<file path="config.mk">
export PLATFORM = sky130hd
export DESIGN_NAME = vme_cmd_arbiter
export DESIGN_NICKNAME = d
export VERILOG_FILES = /design/src/rtl/vme_arb_pkg.sv /design/src/rtl/vme_rr_pick.sv /design/src/rtl/vme_cmd_arbiter.sv
export SDC_FILE = /design/constraint.sdc
export NUM_CORES = 1
export LEC_CHECK = 0
export BUFFER_PORTS_ARGS = -buffer_cell sky130_fd_sc_hd__buf_2
export CAP_MARGIN = 30
export CELL_PAD_IN_SITES_DETAIL_PLACEMENT = 0
export CELL_PAD_IN_SITES_GLOBAL_PLACEMENT = 1
export CORE_MARGIN = 3
export CORE_UTILIZATION = 25
export CTS_BUF_LIST = sky130_fd_sc_hd__clkbuf_4 sky130_fd_sc_hd__clkbuf_8
export CTS_CLUSTER_SIZE = 20
export DETAILED_ROUTE_END_ITERATION = 16
export PLACE_DENSITY_LB_ADDON = 0.2
export SETUP_SLACK_MARGIN = 0.15
export SLEW_MARGIN = 0
export SYNTH_ARGS = -nofsm -noshare
export SYNTH_HDL_FRONTEND = slang
export SYNTH_SLANG_ARGS = --single-unit
</file>
<file path="constraint.sdc">
create_clock -name clk -period 3.9 [get_ports clk]
set_clock_uncertainty 0.1 [all_clocks]
set_input_delay 0.195 -clock clk [delete_from_list [all_inputs] [get_ports clk]]
set_output_delay 0.195 -clock clk [all_outputs]
set_load 0.01 [all_outputs]
</file>
<file path="src/rtl/vme_arb_pkg.sv">
// Shared types and constants for the VME command arbiter.
package vme_arb_pkg;

    localparam int unsigned CMD_W      = 32;
    localparam int unsigned RSP_W      = 16;
    localparam int unsigned VME_RD_BIT = 25;
    localparam int unsigned VME_WR_BIT = 24;

    localparam logic [CMD_W-1:0] DEF_BASE_MASK = 32'h00A8_0000;
    localparam logic [RSP_W-1:0] TIMEOUT_DATA  = 16'hDEAD;

    typedef enum logic [1:0] {
        ST_IDLE,
        ST_ISSUE,
        ST_WAIT,
        ST_RESP
    } state_t;

    // Command word as presented to the VME engine: mask plus direction bit.
    function automatic logic [CMD_W-1:0] vme_word(input logic [CMD_W-1:0] cmd,
                                                  input logic [CMD_W-1:0] mask,
                                                  input logic             rd);
        logic [CMD_W-1:0] w;
        w = cmd | mask;
        if (rd) w[VME_RD_BIT] = 1'b1;
        else    w[VME_WR_BIT] = 1'b1;
        return w;
    endfunction

endpackage

</file>
<file path="src/rtl/vme_rr_pick.sv">
// Combinational round-robin picker: first active request after 'last'.
module vme_rr_pick #(
    parameter int unsigned NREQ = 4
) (
    input  logic [NREQ-1:0]         req,
    input  logic [$clog2(NREQ)-1:0] last,
    output logic [NREQ-1:0]         grant_c,
    output logic [$clog2(NREQ)-1:0] idx_c,
    output logic                    any_c
);

    localparam int unsigned IDXW = $clog2(NREQ);

    int unsigned j;

    always_comb begin
        grant_c = '0;
        idx_c   = '0;
        any_c   = 1'b0;
        j       = 0;
        for (int unsigned k = 1; k <= NREQ; k++) begin
            j = (32'(last) + k) % NREQ;
            if (!any_c && req[IDXW'(j)]) begin
                any_c               = 1'b1;
                grant_c[IDXW'(j)]   = 1'b1;
                idx_c               = IDXW'(j);
            end
        end
    end

endmodule

</file>
<file path="src/rtl/vme_cmd_arbiter.sv">
// Round-robin arbiter funnelling requester commands into one VME engine.
// Optional WAIT timeout enabled by defining VME_ARB_TIMEOUT_EN.
module vme_cmd_arbiter
    import vme_arb_pkg::*;
#(
    parameter int unsigned NREQ        = 4,
    parameter logic [31:0] BASE_MASK   = DEF_BASE_MASK,
    parameter int unsigned TIMEOUT_CYC = 1024
) (
    input  logic               clk,
    input  logic               rst_n,
    input  logic [NREQ-1:0]    req_valid,
    input  logic [NREQ*32-1:0] req_cmd,
    input  logic [NREQ*32-1:0] req_dat,
    input  logic [NREQ-1:0]    req_rd,
    output logic [NREQ-1:0]    req_ack,
    output logic [NREQ-1:0]    rsp_valid,
    output logic [15:0]        rsp_data,
    output logic               rsp_err,
    output logic               start,
    output logic [31:0]        vme_cmd_reg,
    output logic [31:0]        vme_dat_reg_in,
    input  logic               vme_cmd_rd,
    input  logic               vme_dat_wr,
    input  logic [31:0]        vme_dat_reg_out
);

    localparam int unsigned IDXW = $clog2(NREQ);

    state_t           state;
    logic [IDXW-1:0]  gidx;
    logic [IDXW-1:0]  last_grant;
    logic [IDXW-1:0]  pick_idx;
    logic [NREQ-1:0]  pick_grant;
    logic             pick_any;
    logic [31:0]      sel_cmd;
    logic [31:0]      sel_dat;
    logic             sel_rd;
    logic             unused_dat_hi;

    assign unused_dat_hi = ^vme_dat_reg_out[31:16];

    vme_rr_pick #(.NREQ(NREQ)) u_pick (
        .req     (req_valid),
        .last    (last_grant),
        .grant_c (pick_grant),
        .idx_c   (pick_idx),
        .any_c   (pick_any)
    );

    // Mux the picked requester's payload.
    always_comb begin
        sel_cmd = '0;
        sel_dat = '0;
        sel_rd  = 1'b0;
        for (int i = 0; i < int'(NREQ); i++) begin
            if (IDXW'(i) == pick_idx) begin
                sel_cmd = req_cmd[i*32 +: 32];
                sel_dat = req_dat[i*32 +: 32];
                sel_rd  = req_rd[i];
            end
        end
    end

`ifdef VME_ARB_TIMEOUT_EN
    localparam int unsigned CNT_W = $clog2(TIMEOUT_CYC + 1);
    logic [CNT_W-1:0] tcnt;
    logic             err_q;
    assign rsp_err = err_q;
`else
    localparam int unsigned unused_timeout_cyc = TIMEOUT_CYC;
    assign rsp_err = 1'b0;
`endif

    always_ff @(posedge clk or negedge rst_n) begin
        if (!rst_n) begin
            state          <= ST_IDLE;
            start          <= 1'b0;
            vme_cmd_reg    <= BASE_MASK;
            vme_dat_reg_in <= '0;
            req_ack        <= '0;
            rsp_valid      <= '0;
            rsp_data       <= '0;
            gidx           <= IDXW'(NREQ - 1);
            last_grant     <= IDXW'(NREQ - 1);
`ifdef VME_ARB_TIMEOUT_EN
            tcnt           <= '0;
            err_q          <= 1'b0;
`endif
        end else begin
            req_ack   <= '0;
            rsp_valid <= '0;
            case (state)
                ST_IDLE: begin
                    if (pick_any) begin
                        req_ack        <= pick_grant;
                        gidx           <= pick_idx;
                        start          <= 1'b1;
                        vme_cmd_reg    <= vme_word(sel_cmd, BASE_MASK, sel_rd);
                        vme_dat_reg_in <= sel_dat;
                        state          <= ST_ISSUE;
                    end
                end
                ST_ISSUE: begin
                    if (vme_cmd_rd) begin
                        start          <= 1'b0;
                        vme_cmd_reg    <= BASE_MASK;
                        vme_dat_reg_in <= '0;
                        state          <= ST_WAIT;
`ifdef VME_ARB_TIMEOUT_EN
                        tcnt           <= '0;
`endif
                    end
                end
                ST_WAIT: begin
                    if (vme_dat_wr) begin
                        rsp_data  <= vme_dat_reg_out[15:0];
                        rsp_valid <= NREQ'(1) << gidx;
                        state     <= ST_RESP;
`ifdef VME_ARB_TIMEOUT_EN
                        err_q     <= 1'b0;
                    end else if (tcnt == CNT_W'(TIMEOUT_CYC - 1)) begin
                        rsp_data  <= TIMEOUT_DATA;
                        rsp_valid <= NREQ'(1) << gidx;
                        err_q     <= 1'b1;
                        state     <= ST_RESP;
                    end else begin
                        tcnt      <= tcnt + CNT_W'(1);
`endif
                    end
                end
                ST_RESP: begin
                    last_grant <= gidx;
                    state      <= ST_IDLE;
                end
                default: state <= ST_IDLE;
            endcase
        end
    end

endmodule

</file>
======== Yosys cells after proc, flatten, opt, wreduce, memory -nomap -nowiden ========
Index checks and enable logic that the tools add are counted.
operators by class
  $add $sub $neg .......................... 4
  multiply operators ...................... 0
  divide/modulo/power cells ............... 0
  magnitude comparators ................... 8
  equal/unequal tests ..................... 9
  shift-type cells ........................ 1
  muxes and demuxes ....................... 59
  bitwise operators ....................... 3
  reduce and logical (&&, ||, !) cells .... 17
operators by type and width
  cell                   number
  $mux W32               12
  $pmux W32 S2           2
  $mux W4                8
  $mux W1                20
  $mux W2                7
  $lt A2 B3 Y1 const B   4
  $or A4 B4 Y4           3
  $bmux W1 S2            4
  $demux W1 S2           4
  $ge A2 B1 Y1 const B   4
  $pmux W2 S4            1
  $logic_and A1 B1 Y1    7
  $ne A2 B2 Y1 const B   3
  $reduce_and A3 Y1      2
  $add A2 B1 Y2 const B  2
  $add A2 B2 Y2 const B  2
  $eq A2 B2 Y1 const A   2
  $eq A2 B2 Y1 const B   2
  $logic_not A2 Y1       2
  $reduce_and A2 Y1      2
  $shl A1 B2 Y4 const A  1
  $logic_not A1 Y1       3
  $eq A1 B2 Y1 const A   1
  $eq A2 B1 Y1 const B   1
  other kinds (2)        2
word-level totals
  bits in registers ....................... 95
  bits in latches ......................... 0
  RAM bits ................................ 0
  bits in read-only memories .............. 0
  input port bits ......................... 300
  logic and storage cells ................. 110
  memories ................................ 0

======== Longest topological paths before layout ========
Gate-level depths: netlist of run 1.
  word-level depth ........................ 21
  gate-level depth with buffers ........... 13
  mapped depth without buffers ............ 9

======== Hierarchy ========
From an unflattened synthesis of run 1, not the netlist that was laid out.
unflattened totals
  cell total of the unflattened synthesis .. 366
  area total of the unflattened synthesis .. 5,408.9 µm²
modules (own cells, without submodules)
  module           instances  cells an instance  area each (µm²)  sequential area each (µm²)
  vme_cmd_arbiter  1          298                4,883.4          2,307.2
  vme_rr_pick      1          68                 525.5            0.0

======== Least setup slack after synthesis of run 1 ========
Ideal clock, no wire load.
  path type ............................... flip-flop to flip-flop
  start ................................... register last_grant[0]
  end ..................................... register vme_cmd_reg[0]
  arrival time ............................ 3.015 ns
  data required time ...................... 3.679 ns
  setup slack ............................. 0.664 ns
  cell stages (with the launch flop) ...... 13
  path through ............................ dfstp_2 > buf_6 > inv_1 > ha_1 > clkbuf_1 > mux4_2 > nand2b_2 > o21ai_2 > a32o_1 > buf_6 > buf_6 > mux4_2 > a22o_1
on the way
  longest elaborated chain between the ends .. 20
  elaborated cells on any way between the ends .. 38
RTL lines
  item                           RTL line                text
  start, declared                vme_cmd_arbiter.sv:32   logic [IDXW-1:0] last_grant;
  start signal, assigned         vme_cmd_arbiter.sv:85   last_grant <= IDXW'(NREQ - 1);
  start signal, assigned         vme_cmd_arbiter.sv:133  last_grant <= gidx;
  $add A2 B1 Y2                  vme_rr_pick.sv:22       j = (32'(last) + k) % NREQ;
  $bmux W1 S2                    vme_rr_pick.sv:23       if (!any_c && req[IDXW'(j)]) begin
  $mux W1 (implied by the code)  vme_rr_pick.sv:23
  $mux W1                        vme_rr_pick.sv:23
  $logic_not A1 Y1               vme_rr_pick.sv:23
  $logic_and A1 B1 Y1            vme_rr_pick.sv:23
  $mux W1                        vme_rr_pick.sv:23
  $logic_not A1 Y1               vme_rr_pick.sv:23
  $logic_and A1 B1 Y1            vme_rr_pick.sv:23
  $mux W1                        vme_rr_pick.sv:23
  $logic_not A1 Y1               vme_rr_pick.sv:23
  $logic_and A1 B1 Y1            vme_rr_pick.sv:23
  $mux W2                        vme_rr_pick.sv:23
  $logic_not A2 Y1               vme_cmd_arbiter.sv:57   if (IDXW'(i) == pick_idx) begin
  $mux W32 (4 in series)         vme_cmd_arbiter.sv:57
  $mux W32                       vme_cmd_arbiter.sv:95   if (pick_any) begin
  $pmux W32 S2                   vme_cmd_arbiter.sv:93   case (state)
  end signal, assigned           vme_cmd_arbiter.sv:99   vme_cmd_reg <= vme_word(sel_cmd, BASE_MASK, sel_rd);
  end, declared                  vme_cmd_arbiter.sv:21   output logic [31:0] vme_cmd_reg,
Several ways; a longest one is shown, not always the timed one. The select of a mux whose other input is x is not followed.
A chain may end at the register's enable or synchronous reset.

======== Final worst setup path of run 1 ========
  start ................................... register last_grant[1]
  end ..................................... register vme_cmd_reg[13]
Same word-level chain as after synthesis.

==> results.md, run 1 <==
- Largest vdd supply drop: 0.247 mV
- Total of max-cap violations: 0
- R2r startpoint: last_grant[1]
- Total Wirelength: 18.9 mm
- Largest register FFs: 32
- Largest net degree at the start of global routing: 73
- Post-placement cell count: 975
- H-tree lvl count: 3
- Setup bufs post-CTS: 0
- Setup TNS: 0 ns
- CP top delay family: multiplexers
- First drt pass iteration count: 4
- Worst skew pair latency: 0.36 ns
- Top FF cell, synth: dfrtp_1
- Reg2reg setup slack: 0.38 ns
- Worst min path class: input pin to asynchronous set/reset pin
- Antenna violations before repair: 1
- Design Area, Final: 7820 µm²
- Critical R2R Capture: vme_cmd_reg[13]
- Max incr delay on CP: 0.68 ns
- Leak: 3.89 nW
- CTS Buffer Depth: 2
- Fin cells: 1011
- Vias in the first global route: 5248
- Inserted Clock Buffers: 9
- CP dominant cell by count: mux4_2
- Post-DP HPWL: 15.1 mm
- CP Capture Type: flip-flop
- Unique masters post-synth: 41
- Core area: 20600 µm²
- First-pass GRT wire length: 28.9 mm
- Reg2reg path depth: 9
- CTS sink count: 92
- Initial Utilization: 25.9%
- Placed cell areas: 7410 µm²
- Crit path launch type: flip-flop
- Final worst slack: 0.381 ns
- Worst Path Buf+Inv: 2
- Nets: 1047
- Crit. path cell count: 9
- Routed via count: 4774
- Number of synthesized flops with an enable pin: 0
- Drt drc: 0
- Crit Path Class: flip-flop to flip-flop
- CP Cell Sequence: inv_1 > ha_2 > mux4_2 > nand2b_2 > o21ai_2 > a32o_4 > buf_12 > mux4_2 > a22o_1
- Sequential cell area fraction in the yosys report: 43.1%
- Post-route ant nets: 0
- Flops & latches, synth: 92
- CTS tree: built
- Post-synthesis cell area: 5350 µm²
- CP Data Arrival Time: 3.67 ns
- Die Footprint: 23200 µm²
- Post-Route Utilization: 37.9%
- Synth warn: 0
- # setup viols final: 0
- Die W: 152 µm
- GPL Wtd Cong: 0.841
- Slew @ Worst Pin: 0.907 ns
- Clk slew on worst S/H paths: 0.09 ns
- Grt total ovfl: 0
- Layout cells sized above 1: 64.6%
- Run status: finished, final reports clean
- Cells after Synth: 373
- Design Power: 5.91 mW
- Synth-to-Final Area Change: 46.1%
- Violation count after the first detailed-route iteration: 216
- F_max: 0.284 GHz
- Setup WS pre-CTS: 0.303 ns
- Hold_ws: 0.0733 ns
- Routed WL per cell: 18.7 µm
- Filler cells: 2039
- Die height: 152 µm
- RSZ-0062 raised after global routing: no
- Slowest cell on crit path: dfstp_2
- Tcrit/Tclk final: 90.2%
- Power Density: 757 nW/µm²
- Port Buf Inserts: 357
- Root buf cell: clkbuf_8
- Max-Slew Margin vs Limit: 39.3%
- Gr usage total: 15.7%
- Ports: 390
- Synth Area per Inst: 14.3 µm²
- Ys async rst share: 100%
- WP data required: 4.05 ns
- Slew Limit Fails: 0
- Drt via density: 4.72
- Worst Path Max Fanout: 31
- Worst setup path endpoint: vme_cmd_reg[13]
- Final hold vios: 0
- Period minus WS final: 3.52 ns
- Crit. Startpoint: last_grant[1]
- Rows: 52
==> synth_stat cells, types with 3 or more instances <==
master	number	area, µm²
nor3_1	3	15.0
buf_6	8	90.1
mux2_2	19	214
a21oi_1	9	45.0
o21ai_0	6	30.0
dfstp_2	4	105
buf_2	7	35.0
mux4_2	61	1370
inv_1	7	26.3
nor2_1	8	30.0
a22o_1	64	561
ha_1	12	150
buf_4	4	30.0
dfrtp_1	88	2200
nand2_1	17	63.8
clkbuf_1	18	67.6
mux2i_1	9	90.1
==> worst min-delay path by stage <==
| stage | start | endpoint | slack, ns |
|---|---|---|---|
| floorplan | rst_n | req_ack[0] | -0.20 |
| global placement | rst_n | req_ack[1] | 0.29 |
| detailed placement | rst_n | req_ack[1] | 0.31 |
| CTS | req_cmd[25] | vme_cmd_reg[25] | 0.08 |
| global route | rst_n | req_ack[1] | 0.07 |
| finish | rst_n | req_ack[1] | 0.07 |
==> timing repair <==
item | in CTS | in global routing
setup endpoints to repair | 0 | 7
gates resized for setup | 0 | 1
hold endpoints to repair | 84 | 0
hold buffers | 18 | 0
==> logic make-up after synthesis <==
group                      synth area share (%)
adders and majority gates                  2.81
AOI/OAI and AO/OA                          14.5
buffers and inverters                      4.65
and+or+nand+nor                            3.37
muxes                                      31.4
other                                     0.140
DFF                                        43.1
==> power by group <==
| part | leakage (nW) | internal, mW | switching (mW) |
|---|---|---|---|
| combinational | 2.63 | 1.90 | 1.80 |
| clock | 0.0948 | 0.286 | 0.349 |
| sequential | 1.17 | 1.36 | 0.208 |
| total | 3.89 | 3.55 | 2.36 |
==> metal layers <==
metal	vias to the layer above	track usage, %	routed length, µm
li1	2210	-	-
met2	210	29.7	10300
met3	15	3.58	1200
met1	2339	17.6	7220
met5	-	0	0
met4	0	4.45	224
==> cells in the final DEF, fill, tap and decap left out, types with 3 or more instances in the layout <==
cell type      instances
buf_2                356
dfrtp_1               88
a22o_1                64
mux4_2                61
mux2_2                19
dlygate4sd3_1         18
nand2_1               17
clkbuf_8              12
ha_1                  11
mux2i_1                9
a21oi_1                9
buf_4                  9
inv_1                  7
nor2_1                 7
o21ai_0                6
conb_1                 4
dfstp_2                4
nor3_1                 3
==> final cells by class <==
cell class / count / area, µm² / area share, %
multi-input combinational: 239 / 2850 / 36.4
sequential: 92 / 2310 / 29.5
timing repair buffer: 386 / 2100 / 26.8
tap: 270 / 338 / 4.32
clock buffer: 12 / 165 / 2.11
clock inverter: 4 / 32.5 / 0.416
inverter: 7 / 26.3 / 0.336
antenna: 1 / 2.50 / 0.0320
Power figures use the tool's default switching activity.
==> run 2: changes to the inputs <==
- SYNTH_HIERARCHICAL: unset -> 1
==> results.md, run 2 <==
- Run status: finished, final reports clean
- Final hold vios: 0 (unchanged)
- Gr usage total: 16.4% (+0.73 points)
- Post-route ant nets: 0 (unchanged)
- Area contributors post-synth: dfrtp_1 41%, mux4_2 25%, a22o_1 9.9%
- Total of max-cap violations: 0 (unchanged)
- Flops & latches, synth: 92 (unchanged)
- Antenna violations before repair: 0 (-1)
- Leak: 3.94 nW (+1.3%)
- CTS tree: built
- Worst skew pair latency: 0.38 ns (+0.02 ns)
- Synth-to-Final Area Change: 45.9%
- Die W: 153 µm (+0.53%)
- Reg2reg setup slack: 0.49 ns (+0.11 ns)
- Largest vdd supply drop: 0.352 mV (+43%)
- Top FF cell, synth: dfrtp_1
- Cell with the most instances after synthesis: dfrtp_1
- Post-Route Utilization: 37.3% (-0.59 points)
- Setup TNS: 0 ns (unchanged)
- First drt pass iteration count: 4 (unchanged)
- Cells after Synth: 366 (-1.9%)
- Vias in the first global route: 5343 (+1.8%)
- Worst min path class: input pin to asynchronous set/reset pin
- CP Data Arrival Time: 3.56 ns (-0.11 ns)
- Nets: 1048 (+0.096%)
- Grt total ovfl: 0 (unchanged)
- Synth Area per Inst: 14.8 µm² (+3.0%)
- Die Footprint: 23400 µm² (+1.1%)
- Largest register FFs: 32 (unchanged)
- # setup viols final: 0 (unchanged)
- Final worst slack: 0.489 ns (+0.109 ns)
- Largest area contributor in the synthesized netlist: dfrtp_1
- Period minus WS final: 3.41 ns (-0.109 ns)
- Max-Slew Margin vs Limit: 47.2% (+7.9 points)
- Drt via density: 4.84 (+2.6%)
- Number of synthesized flops with an enable pin: 0 (unchanged)
- Worst Path Max Fanout: 22 (-29%)
- Initial Utilization: 25.6% (-0.37 points)
- CTS Buffer Depth: 2 (unchanged)
- Port Buf Inserts: 357 (unchanged)
- Clk slew on worst S/H paths: 0.10 ns (about the same)
- Inserted Clock Buffers: 9 (unchanged)
- Sequential cell area fraction in the yosys report: 42.7% (-0.47 points)
- Ant. Diodes: 0 (-1)
- Violation count after the first detailed-route iteration: 236 (+9.3%)
- Post-synth top cells: 88 x dfrtp_1, 61 x a22o_1, 61 x mux4_2
- Total Wirelength: 19.5 mm (+2.8%)
- Synth warn: 6 (+6)
- H-tree lvl count: 3 (unchanged)
- Post-synthesis cell area: 5410 µm² (+1.1%)
- Die height: 153 µm (+0.53%)
- GPL Wtd Cong: 0.943 (+12%)
- RSZ-0062 raised after global routing: no
- Routed via count: 4916 (+3.0%)
- Unique masters post-synth: 47 (+15%)
- Layout cells sized above 1: 65.5% (+0.95 points)
- Ports: 390 (unchanged)
- CP Capture Type: flip-flop
- Drt drc: 0 (unchanged)
- Most common cell after layout, fill and taps aside: buf_2
- Most frequent cells in the layout: 356 x buf_2, 88 x dfrtp_1, 61 x mux4_2, 61 x a22o_1, 21 x mux2_2
- Crit path launch type: flip-flop
- Largest net degree at the start of global routing: 74 (+1.4%)
- Power Density: 806 nW/µm² (+6.6%)
- First-pass GRT wire length: 30.1 mm (+4.3%)
- Crit Path Class: flip-flop to flip-flop
- CTS sink count: 92 (unchanged)
- F_max: 0.293 GHz (+3.2%)
- Post-synth top area share: 40.7% (-0.45 points)
- Post-DP HPWL: 15.5 mm (+2.6%)
- Rows: 53 (+1.9%)
- Slew Limit Fails: 0 (unchanged)
- Setup WS pre-CTS: 0.350 ns (+0.0472 ns)
- Tcrit/Tclk final: 87.5% (-2.8 points)
- Filler cells: 2114 (+3.7%)
- Root buf cell: clkbuf_8
- Routed WL per cell: 19.2 µm (+2.4%)
- Core area: 21200 µm² (+2.6%)
- WP data required: 4.05 ns (about the same)
- Slew @ Worst Pin: 0.790 ns (-0.117 ns)
- Ys async rst share: 100% (unchanged)
[run 2: cell families (layout without fill, tap and decap cells)]
kind of cell	count (synthesis)	after routing	share of synthesized area, %
fa+ha+maj	13	13	3.01
buf+inv	41	413	4.70
simple gates	43	43	4.05
mux	87	87	31.5
flops	92	92	42.7
other cells	2	4	0.139
compound gates	88	88	13.9
[run 2: layer usage]
metal	wire [µm]	vias to the layer above	part of all wire, %	track usage (%)
met2	10000	210	52	28.0
met4	455	0	2.3	5.56
met5	0	-	0	0
met3	1240	31	6.4	3.88
li1	-	2207	-	-
met1	7730	2468	40	20.5
[run 2: timing repair]
action,4_1_cts,5_1_grt
setup buffers,0,0
hold buffers,18,0
setup endpoints to repair,0,2
resized for setup,0,1
hold endpoints to repair,85,0
[run 2: final timing paths]
| path | startpoint | end | depth (start not counted) |
|---|---|---|---|
| worst max-delay path | last_grant[0] | vme_dat_reg_in[5] | 8 |
| worst min-delay path | rst_n | vme_dat_reg_in[10] | 2 |
| worst max register to register | last_grant[0] | vme_dat_reg_in[5] | 8 |
| worst min register to register | start | start | 1 |
| max in group asynchronous | rst_n | vme_dat_reg_in[29] | 4 |
| min in group clk | vme_cmd_rd | state[0] | 4 |
[run 2: critical path: stages, from the launching register on]
cell and delay [ns]:
dfstp_2 0.76, inv_2 0.16, ha_1 0.55, a221oi_1 0.09, a211oi_1 0.25, o22a_2 0.35, buf_4 0.38, mux4_2 0.36
a22o_1 0.24
[run 2: final cells by class]
| type | instances | area (µm²) | area share, % |
|---|---|---|---|
| Multi-Input combinational cell | 235 | 2870 | 36.4 |
| Sequential cell | 92 | 2310 | 29.2 |
| Timing Repair Buffer | 391 | 2130 | 27.0 |
| Tap cell | 275 | 344 | 4.36 |
| Clock buffer | 11 | 151 | 1.92 |
| Clock inverter | 5 | 60.1 | 0.761 |
| Inverter | 6 | 22.5 | 0.285 |
[run 2: stage by stage]
step           std cells  hold slack (ns)  power (mW)  area (µm²)
2_1_floorplan        368           -0.201        4.58        5420
3_3_place_gp         980            0.299        5.71        7470
3_5_place_dp         980            0.314        5.75        7470
4_1_cts             1014           0.0925        6.50        7860
5_1_grt             1015           0.0452        6.88        7890
6_report            1015           0.0653        6.36        7890
[run 2: where the power goes]
part           switching, mW  total [mW]  internal [mW]
logic                   1.93        4.07           2.14
clock network          0.363       0.694          0.331
registers              0.239        1.60           1.36
==> run 3: changes to the inputs <==
==> constraint.sdc (replaced) <==
create_clock -name clk -period 3.9 [get_ports clk]
set_clock_uncertainty 0.1 [all_clocks]
set_input_delay 0.585 -clock clk [delete_from_list [all_inputs] [get_ports clk]]
set_output_delay 0.585 -clock clk [all_outputs]
set_load 0.01 [all_outputs]
==> results.md, run 3 (synthesis results as in run 2) <==
- Gate power share: 63.8% (about the same)
- Part of the power in registers: 25.1% (about the same)
- Period minus WS final: 3.46 ns (+0.0509 ns)
- Slew @ Worst Pin: 0.773 ns (-0.0170 ns)
- Global routing usage on met3: 3.77% (-0.11 points)
- CP Data Arrival Time: 3.61 ns (+0.05 ns)
- Largest register FFs: 32 (unchanged)
- Worst min path class: input pin to asynchronous set/reset pin
- Antenna violations before repair: 0 (unchanged)
- Die height: 153 µm (unchanged)
- Ports: 390 (unchanged)
- Power Density: 824 nW/µm² (+2.2%)
- Setup TNS: 0 ns (unchanged)
- H-tree lvl count: 3 (unchanged)
- First-pass GRT wire length: 28.9 mm (-4.2%)
- Port Buf Inserts: 357 (unchanged)
- Clk slew on worst S/H paths: 0.10 ns (about the same)
- Most common cell after layout, fill and taps aside: buf_2
- Largest vdd supply drop: 0.353 mV (+0.46%)
- Drt drc: 0 (unchanged)
- Crit Path Class: flip-flop to flip-flop
- F_max: 0.289 GHz (-1.5%)
- CTS Buffer Depth: 2 (unchanged)
- Routed via count: 4786 (-2.6%)
- Crit path launch type: flip-flop
- Synth-to-Final Area Change: 42.0%
- CP top delay family: multiplexers
- Grt total ovfl: 0 (unchanged)
- GRT busiest layer: met2
- Multi-input gate area: 2870 µm² (-0.26%)
- Leak: 3.86 nW (-2.0%)
- Sw frac: 39.8% (about the same)
- Core area: 21200 µm² (unchanged)
- Violation count after the first detailed-route iteration: 201 (-15%)
- Filler cells: 2128 (+0.66%)
- Setup bufs post-CTS: 0 (unchanged)
- WP data required: 4.05 ns (about the same)
- Post-CTS sizing: 0 (unchanged)
- Max-Slew Margin vs Limit: 48.3% (+1.1 points)
- Post-DP HPWL: 15.3 mm (-1.4%)
- Register area: 2310 µm² (unchanged)
- Clock Power Share: 11.1% (+0.2 points)
- Max incr delay on CP: 0.75 ns (about the same)
- Final hold vios: 0 (unchanged)
- Vias in the first global route: 4970 (-7.0%)
- Final worst slack: 0.439 ns (-0.0509 ns)
- RSZ-0062 raised after global routing: no
- First drt pass iteration count: 4 (unchanged)
- Routed WL per cell: 19.1 µm (-0.20%)
- CP dominant cell by count: mux4_2
- Initial Utilization: 25.6% (unchanged)
- Worst Path Max Fanout: 17 (-23%)
- Drt via density: 4.81 (-0.59%)
- Run status: finished, final reports clean
- Gr usage total: 15.8% (-0.66 points)
- Root buf cell: clkbuf_8
- CP Capture Type: flip-flop
- CTS sink count: 92 (unchanged)
- Most frequent cells in the layout: 356 x buf_2, 88 x dfrtp_1, 61 x mux4_2, 61 x a22o_1, 21 x mux2_2
- Worst Path Buf+Inv: 1 (-1)
- Total Wirelength: 19.0 mm (-2.3%)
- Die Footprint: 23400 µm² (unchanged)
- Rows: 53 (unchanged)
- Hold-fix buffers at CTS: 0 (-18)
- CP Cell Sequence: mux4_2 > a21oi_2 > nor3_1 > nor2_2 > o31a_2 > buf_4 > mux4_2 > a22o_1
- GPL Wtd Cong: 0.947 (+0.43%)
- Largest net degree at the start of global routing: 48 (-35%)
- Slowest cell on crit path: dfstp_2
- Total of max-cap violations: 0 (unchanged)
- Ant. Diodes: 0 (unchanged)
- Setup WS pre-CTS: 0.367 ns (+0.0168 ns)
- Slew Limit Fails: 0 (unchanged)
- Psw: 2.52 mW (-0.50%)
- Post-Route Utilization: 36.3% (-1.0 points)
- Design Power: 6.33 mW (-0.51%)
- Layout cells sized above 1: 67.0% (+1.5 points)
- GRT met1 Usage: 19.9% (-0.53 points)
- Worst skew pair latency: 0.36 ns (-0.02 ns)
- Inserted Clock Buffers: 9 (unchanged)
- CTS tree: built
- Tcrit/Tclk final: 88.8% (+1.3 points)
- Internal: 3.81 mW (-0.52%)
- Nets: 1027 (-2.0%)
- Post-route ant nets: 0 (unchanged)
- Die W: 153 µm (unchanged)
- Global-route met2 utilization: 27.3% (-0.71 points)
- # setup viols final: 0 (unchanged)
-- run 3: layer usage --
layer / wire [µm] / part of all wire, %
met2: 9750 / 51
met5: 0 / 0
met1: 7780 / 41
met4: 237 / 1.2
met3: 1250 / 6.6
-- run 3: metrics by stage --
stage               instance area (µm²)  cells  hold WS [ns]
CTS                                7680    994         0.130
global placement                   7460    978         0.356
floorplan                          5420    368         0.189
detailed placement                 7460    978         0.362
finish                             7680    994         0.122
global route                       7680    994         0.160
-- run 3: layout make-up --
cell class | instances | share of cell area, %
multi-input combinational | 235 | 37.3
inverter | 6 | 0.293
tap | 275 | 4.48
timing repair buffer | 370 | 25.1
clock buffer | 11 | 1.97
sequential | 92 | 30.0
clock inverter | 5 | 0.847
-- run 3: final timing paths --
kind	from	end	cells after the start	slack (ns)
max reg2reg	last_grant[0]	vme_dat_reg_in[17]	8	0.44
max in group asynchronous	rst_n	gidx[0]	2	2.71
min	rst_n	vme_dat_reg_in[21]	1	0.12
max	last_grant[0]	vme_dat_reg_in[17]	8	0.44
min in group clk	vme_dat_reg_out[4]	rsp_data[4]	2	0.34
min reg2reg	start	start	1	0.38
-- run 3: power groups by stage --
stage	Combinational, mW	Sequential (mW)	Clock, mW
floorplan	2.84	1.74	0
global placement	4.10	1.61	0
global route	4.39	1.65	0.782
detailed placement	4.13	1.61	0
CTS	4.14	1.60	0.737
finish	4.04	1.59	0.701
